### src/rtl/cpu_isa_pkg.sv
// Shared ISA definitions for the accumulator/stack CPU front end.
package cpu_isa_pkg;

    localparam int unsigned IR_W        = 16;
    localparam int unsigned OPCODE_W    = 5;
    localparam int unsigned IMM_W       = 10;
    localparam int unsigned INSTR_CNT_W = 16;

    // Instruction register field positions
    localparam int unsigned OPCODE_MSB = 15;
    localparam int unsigned OPCODE_LSB = 11;
    localparam int unsigned FLAG_BIT   = 10;
    localparam int unsigned IMM_MSB    = 9;
    localparam int unsigned IMM_LSB    = 0;

    // Opcode constants
    localparam logic [OPCODE_W-1:0] OP_APUT = 5'b00000;
    localparam logic [OPCODE_W-1:0] OP_SPUT = 5'b00001;
    localparam logic [OPCODE_W-1:0] OP_AADD = 5'b00010;
    localparam logic [OPCODE_W-1:0] OP_ASUB = 5'b00011;
    localparam logic [OPCODE_W-1:0] OP_SPEK = 5'b00100;
    localparam logic [OPCODE_W-1:0] OP_SPOP = 5'b00101;
    localparam logic [OPCODE_W-1:0] OP_RPOP = 5'b00110;
    localparam logic [OPCODE_W-1:0] OP_JIMM = 5'b00111;
    localparam logic [OPCODE_W-1:0] OP_JACC = 5'b01000;
    localparam logic [OPCODE_W-1:0] OP_JCMP = 5'b01001;
    localparam logic [OPCODE_W-1:0] OP_JFNC = 5'b01011;
    localparam logic [OPCODE_W-1:0] OP_LORR = 5'b01111;
    localparam logic [OPCODE_W-1:0] OP_LAND = 5'b10000;
    localparam logic [OPCODE_W-1:0] OP_BKAC = 5'b10101;
    localparam logic [OPCODE_W-1:0] OP_BKRA = 5'b10110;

    // Fetch/issue sequencer states
    typedef enum logic [2:0] {
        ST_IDLE  = 3'd0,
        ST_FETCH = 3'd1,
        ST_WAIT  = 3'd2,
        ST_ISSUE = 3'd3,
        ST_ERR   = 3'd4
    } fetch_state_e;

    // Decoded view of the instruction register
    typedef struct packed {
        logic [OPCODE_W-1:0] opcode;
        logic                flagbit;
        logic [IMM_W-1:0]    imm;
    } instr_fields_t;

    function automatic instr_fields_t split_instr(input logic [IR_W-1:0] ir);
        return instr_fields_t'(ir);
    endfunction

endpackage

### src/rtl/fetch_timeout_counter.sv
// Counts instruction-memory wait cycles; flags when the budget is used up.
module fetch_timeout_counter #(
    parameter int unsigned TIMEOUT = 15
) (
    input  logic clk,
    input  logic rst,
    input  logic i_clear,
    input  logic i_enable,
    output logic o_expired_c
);

    localparam int unsigned CNT_W = $clog2(TIMEOUT + 1);

    logic [CNT_W-1:0] r_count;

    // Wait-cycle counter: clear has priority over increment
    always_ff @(posedge clk) begin
        if (rst || i_clear) begin
            r_count <= '0;
        end else if (i_enable) begin
            r_count <= r_count + CNT_W'(1);
        end
    end

    assign o_expired_c = (r_count == CNT_W'(TIMEOUT));

endmodule

### src/rtl/instr_fetch_issue.sv
// Instruction fetch/issue front end: fetch over req/valid, hold in IR, issue, advance PC.
module instr_fetch_issue
    import cpu_isa_pkg::*;
#(
    parameter int unsigned   AW       = 10,
    parameter logic [AW-1:0] RESET_PC = '0,
    parameter int unsigned   TIMEOUT  = 15
) (
    input  logic                   CLK,
    input  logic                   RST,
    output logic                   imem_req,
    output logic [AW-1:0]          imem_addr,
    input  logic [IR_W-1:0]        imem_rdata,
    input  logic                   imem_valid,
    output logic [OPCODE_W-1:0]    OPCODE,
    output logic                   flagbit,
    output logic [IMM_W-1:0]       IMM,
    output logic                   instr_valid,
    input  logic                   exec_done,
    input  logic                   PCWrite,
    input  logic [AW-1:0]          pc_next,
    output logic [AW-1:0]          PC,
    output logic                   fetch_err,
    output logic [INSTR_CNT_W-1:0] instr_count
);

    fetch_state_e r_state;
    fetch_state_e w_state_next;

    logic [AW-1:0]          r_pc;
    logic [IR_W-1:0]        r_ir;
    logic [INSTR_CNT_W-1:0] r_instr_count;
    logic                   r_imem_req;
    logic                   r_instr_valid;
    logic                   r_fetch_err;

    logic                   w_load_ir;
    logic                   w_retire;
    logic                   w_set_err;
    logic                   w_tmo_clear;
    logic                   w_tmo_enable;
    logic                   w_tmo_expired;
    instr_fields_t          w_fields;

    fetch_timeout_counter #(
        .TIMEOUT (TIMEOUT)
    ) u_timeout (
        .clk         (CLK),
        .rst         (RST),
        .i_clear     (w_tmo_clear),
        .i_enable    (w_tmo_enable),
        .o_expired_c (w_tmo_expired)
    );

    // State register
    always_ff @(posedge CLK) begin
        if (RST) begin
            r_state <= ST_IDLE;
        end else begin
            r_state <= w_state_next;
        end
    end

    // Next-state logic and datapath strobes
    always_comb begin
        w_state_next = r_state;
        w_load_ir    = 1'b0;
        w_retire     = 1'b0;
        w_set_err    = 1'b0;
        w_tmo_clear  = 1'b0;
        w_tmo_enable = 1'b0;
        case (r_state)
            ST_IDLE: begin
                w_state_next = ST_FETCH;
            end
            ST_FETCH: begin
                if (imem_valid) begin
                    w_load_ir    = 1'b1;
                    w_tmo_clear  = 1'b1;
                    w_state_next = ST_ISSUE;
                end else begin
                    w_tmo_enable = 1'b1;
                    w_state_next = ST_WAIT;
                end
            end
            ST_WAIT: begin
                if (imem_valid) begin
                    w_load_ir    = 1'b1;
                    w_tmo_clear  = 1'b1;
                    w_state_next = ST_ISSUE;
                end else if (w_tmo_expired) begin
                    w_set_err    = 1'b1;
                    w_state_next = ST_ERR;
                end else begin
                    w_tmo_enable = 1'b1;
                end
            end
            ST_ISSUE: begin
                if (exec_done) begin
                    w_retire     = 1'b1;
                    w_state_next = ST_FETCH;
                end
            end
            ST_ERR: begin
                w_state_next = ST_ERR;
            end
            default: begin
                w_state_next = ST_IDLE;
            end
        endcase
    end

    // PC, IR, retire counter and error flag
    always_ff @(posedge CLK) begin
        if (RST) begin
            r_pc          <= RESET_PC;
            r_ir          <= '0;
            r_instr_count <= '0;
            r_fetch_err   <= 1'b0;
        end else begin
            if (w_load_ir) begin
                r_ir <= imem_rdata;
            end
            if (w_retire) begin
                r_pc          <= PCWrite ? pc_next : r_pc + AW'(1);
                r_instr_count <= r_instr_count + INSTR_CNT_W'(1);
            end
            if (w_set_err) begin
                r_fetch_err <= 1'b1;
            end
        end
    end

    // Handshake outputs registered from the upcoming state
    always_ff @(posedge CLK) begin
        if (RST) begin
            r_imem_req    <= 1'b0;
            r_instr_valid <= 1'b0;
        end else begin
            r_imem_req    <= (w_state_next == ST_FETCH) || (w_state_next == ST_WAIT);
            r_instr_valid <= (w_state_next == ST_ISSUE);
        end
    end

    assign w_fields    = split_instr(r_ir);
    assign OPCODE      = w_fields.opcode;
    assign flagbit     = w_fields.flagbit;
    assign IMM         = w_fields.imm;

    assign imem_req    = r_imem_req;
    assign imem_addr   = r_pc;
    assign instr_valid = r_instr_valid;
    assign PC          = r_pc;
    assign fetch_err   = r_fetch_err;
    assign instr_count = r_instr_count;

endmodule
### config.mk
export PLATFORM = sky130hd
export DESIGN_NAME = instr_fetch_issue
export DESIGN_NICKNAME = d
export VERILOG_FILES = /design/src/rtl/cpu_isa_pkg.sv /design/src/rtl/fetch_timeout_counter.sv /design/src/rtl/instr_fetch_issue.sv
export SDC_FILE = /design/constraint.sdc
export NUM_CORES = 1
export LEC_CHECK = 0
export ABC_AREA = 1
export CAP_MARGIN = 20
export CORE_ASPECT_RATIO = 1.25
export CORE_MARGIN = 3
export CORE_UTILIZATION = 49
export DETAILED_ROUTE_END_ITERATION = 12
export PLACE_DENSITY = 0.95
export SLEW_MARGIN = 15
export SYNTH_ARGS = -nofsm -noshare
export SYNTH_HDL_FRONTEND = slang
export SYNTH_SLANG_ARGS = --single-unit
### constraint.sdc
create_clock -name CLK -period 2.2 [get_ports CLK]
set_input_delay 0.33 -clock CLK [delete_from_list [all_inputs] [get_ports CLK]]
set_output_delay 0.33 -clock CLK [all_outputs]
set_load 0.01 [all_outputs]
==> summary.txt <==
Worst setup path
  • CP arrival: 1.41 ns
  • Critical path type: flip-flop to output pin
  • CP peak stage delay: ~0.6 ns
  • Critical Path End Type: output pin
  • Worst path cell trace: clkdlybuf4s50_1
  • CP max-delay cell: clkdlybuf4s50_1
  • Buffer and inverter count on the worst path: 1
  • R2r setup slk: 0.59 ns
  • RR Endpoint: PC[8]
  • Cell family with most CP delay: buffers and inverters
  • Reg-to-reg startpoint: PC[0]
  • Nature of the critical path startpoint: flip-flop
  • R2R cell count: 6
  • Crit path max fanout: 6
  • Required time worst endpoint: 1.87 ns

CTS
  • Clock sink total: 52
  • CTS tree: built
  • Post-cts resize count: 0
  • CTS Buffer Depth: 2
  • Clk root buf: clkbuf_8
  • Total CTS buffers: 5
  • Skew-Pair Late Insertion Delay: just over 0.3 ns
  • Setup bufs post-CTS: 0
  • H-tree lvl count: 2
  • Hold_buf cts: 0
  • Clock Pin Slew Worst Setup and Hold Paths: 0.10 ns

STA
  • FMAX: 576 MHz
  • Setup TNS: 0 ns
  • Final setup viols: 0
  • Unrepaired setup endpoints after global routing: false
  • Part of the cycle the worst path needs: 0.789
  • Rel. slew slack: 0.702
  • Tightest Pin Transition: roughly 0.45 ns
  • Crit path time final: 1.74 ns
  • Worst Hold Margin: 0.476 ns
  • Final worst setup slack: 0.464 ns
  • Clock Skews: 0.00919 ns
  • Endpoints failing hold: 0
  • Max Transition Viols Final: 0

Layout
  • Finished Cell Area: ~3500 sq um
  • Ant. Diodes: 0
  • Area Growth Syn to Fin: 36.0%
  • Non-filler cells, final: 511
  • Proportion of layout cells with a drive suffix above 1: 0.0820
  • Fillcell total: between 400 and 500
  • Area of the multi-input gates: ~1300 sq um
  • Storage cell area: 1040 sq um
  • Layout Nets: 484

Placed design
  • DP Cell Count: 503
  • Post-place instance area: approximately 3400 sq um
  • Detailed placement HPWL: 4830 um
  • Post-Place Worst Slack: ~0.37 ns
  • Gpl congestion: 0.841
  • IO buf count: 85

Yosys
  • Synth unique cells: 32
  • Post-Synthesis Cell Area: 2590 sq um
  • Largest cells by area after synthesis: dfxtp_1, nor2_1, nand2_1
  • Top post-synthesis cells by count: nor2_1, nand2_1, dfxtp_1, a21oi_1, inv_1
  • Top_reg_cell synth: dfxtp_1
  • Synthesized instance count: 374
  • Share of the synthesized area in the top cell type: 0.402
  • Warnings from Yosys: 0
  • Sequential area share after synthesis: 0.402
  • Post-synth EDFFs: 0
  • Area leader, netlist: dfxtp_1
  • Ys async rst share: 0
  • Synthesized Nets: 408
  • Yosys reg bits: 52
  • Top-count cell post-synth: nor2_1
  • Post-Syn Area per Cell: 6.92 sq um

Die
  • Boundary Pins: 86
  • Die area: 6190 sq um
  • Die height: 87.2 um
  • DIE WIDTH: 71.0 um
  • Core area: roughly 4900 sq um
  • Rows: 28
  • Initial cell density of the core: 0.528

Run
  • Max Cap Violations: 0

Power and ir drop
  • Peak supply drop: 452 uV
  • Cell leakage power: 1.34 nW
  • Power per cell area: 567 nW/um^2

Route
  • Antenna viol nets, final: 0
  • Routed WL per cell: 12.7 um
  • Initial DRC count: around 130
  • Total number of vias: approximately 2.6k
  • DR vias/cell: 5.18
  • Initial DRT Pass Iterations: 4
  • Final wirelength: about 6500 um
  • Residual DRC count: 0

Min path
  • HP Class: flip-flop to flip-flop
  • Hold EP: fetch_err
  • Worst Hold Path Cells: 2
  • Worst Hold Launch: fetch_err

GRT
  • Number of global-route vias before repair: 2468
  • Grt met2 use: 0.403
  • Grt peak-use layer: met2
  • First-pass GRT wire length: 10800 um
  • Initial antenna violation count: 0
  • Largest net degree at the start of global routing: 18
  • Met1 Track Usage GR: 0.225
  • Grt ovf: 0
  • GR Util met3: 0.0693
  • Total Routing Usage GR: 0.215

Status
  • Status: complete, no violations
==> power breakdown <==
| part | internal [mW] | switching, mW |
|---|---|---|
| combinational | 0.168 | 0.155 |
| sequential | 0.983 | 0.0289 |
| clock | 0.337 | 0.323 |
==> layout make-up <==
cell class | instances | share of cell area
Tap cell | 60 | 0.0213
Clock inverter | 3 | 0.0121
Timing Repair Buffer | 91 | 0.255
Sequential cell | 52 | 0.296
Clock buffer | 5 | 0.0196
Multi-Input combinational cell | 265 | 0.358
Inverter | 35 | 0.0387
==> through the flow <==
step | utilization | power [mW]
2_1_floorplan | - | 1.20
3_3_place_gp | 0.695 | 1.34
3_5_place_dp | 0.695 | 1.35
4_1_cts | 0.718 | 2.00
5_1_grt | 0.718 | 2.08
6_report | 0.718 | 1.99
==> kinds of logic (layout without fill, tap and decap cells) <==
group,after synthesis,after routing,share of synthesized area
and+or+nand+nor,192,192,0.327
AOI/OAI and AO/OA,68,68,0.138
buffers and inverters,57,134,0.111
DFF,52,52,0.402
adders and majority gates,3,3,0.0145
xor gates and xnor gates,2,2,0.00677
==> cell usage in the layout (no fill, tap or decap), drive strengths merged <==
master / count
clkinvlp: 1
clkdlybuf4s50: 85
nand3: 20
dfxtp: 52
a21oi: 32
a211oi: 1
nand2: 73
clkinv: 2
o21ai: 33
o21a: 1
bufinv: 1
or2: 5
nor3b: 1
ha: 3
clkbuf: 5
nand4: 8
buf: 6
nor2: 81
a31oi: 1
inv: 34
nor3: 4
xor2: 1
xnor2: 1
==> flip-flops by register name, indices dropped and copies added, names as in the netlist <==
signal / count
r_ir: 16
instr_valid: 1
r_state: 3
instr_count: 16
imem_req: 1
PC: 10
fetch_err: 1
u_timeout.r_count: 4
==> routing by layer <==
layer	vias up	routed length [um]
met4	0	91
met2	103	3340
met1	1194	2490
met3	11	579
li1	1337	-
met5	-	0
==> worst max-delay path by stage <==
stage,slack (ns),start,end,cells past startpoint
floorplan,0.81,PC[0],PC[8],6
global placement,0.42,exec_done,instr_count[13],9
detailed placement,0.37,exec_done,instr_count[13],9
CTS,0.45,instr_count[4],instr_count[4],1
global route,0.41,PC[0],PC[8],6
finish,0.46,instr_count[4],instr_count[4],1
(Power assumes the default switching activity.)
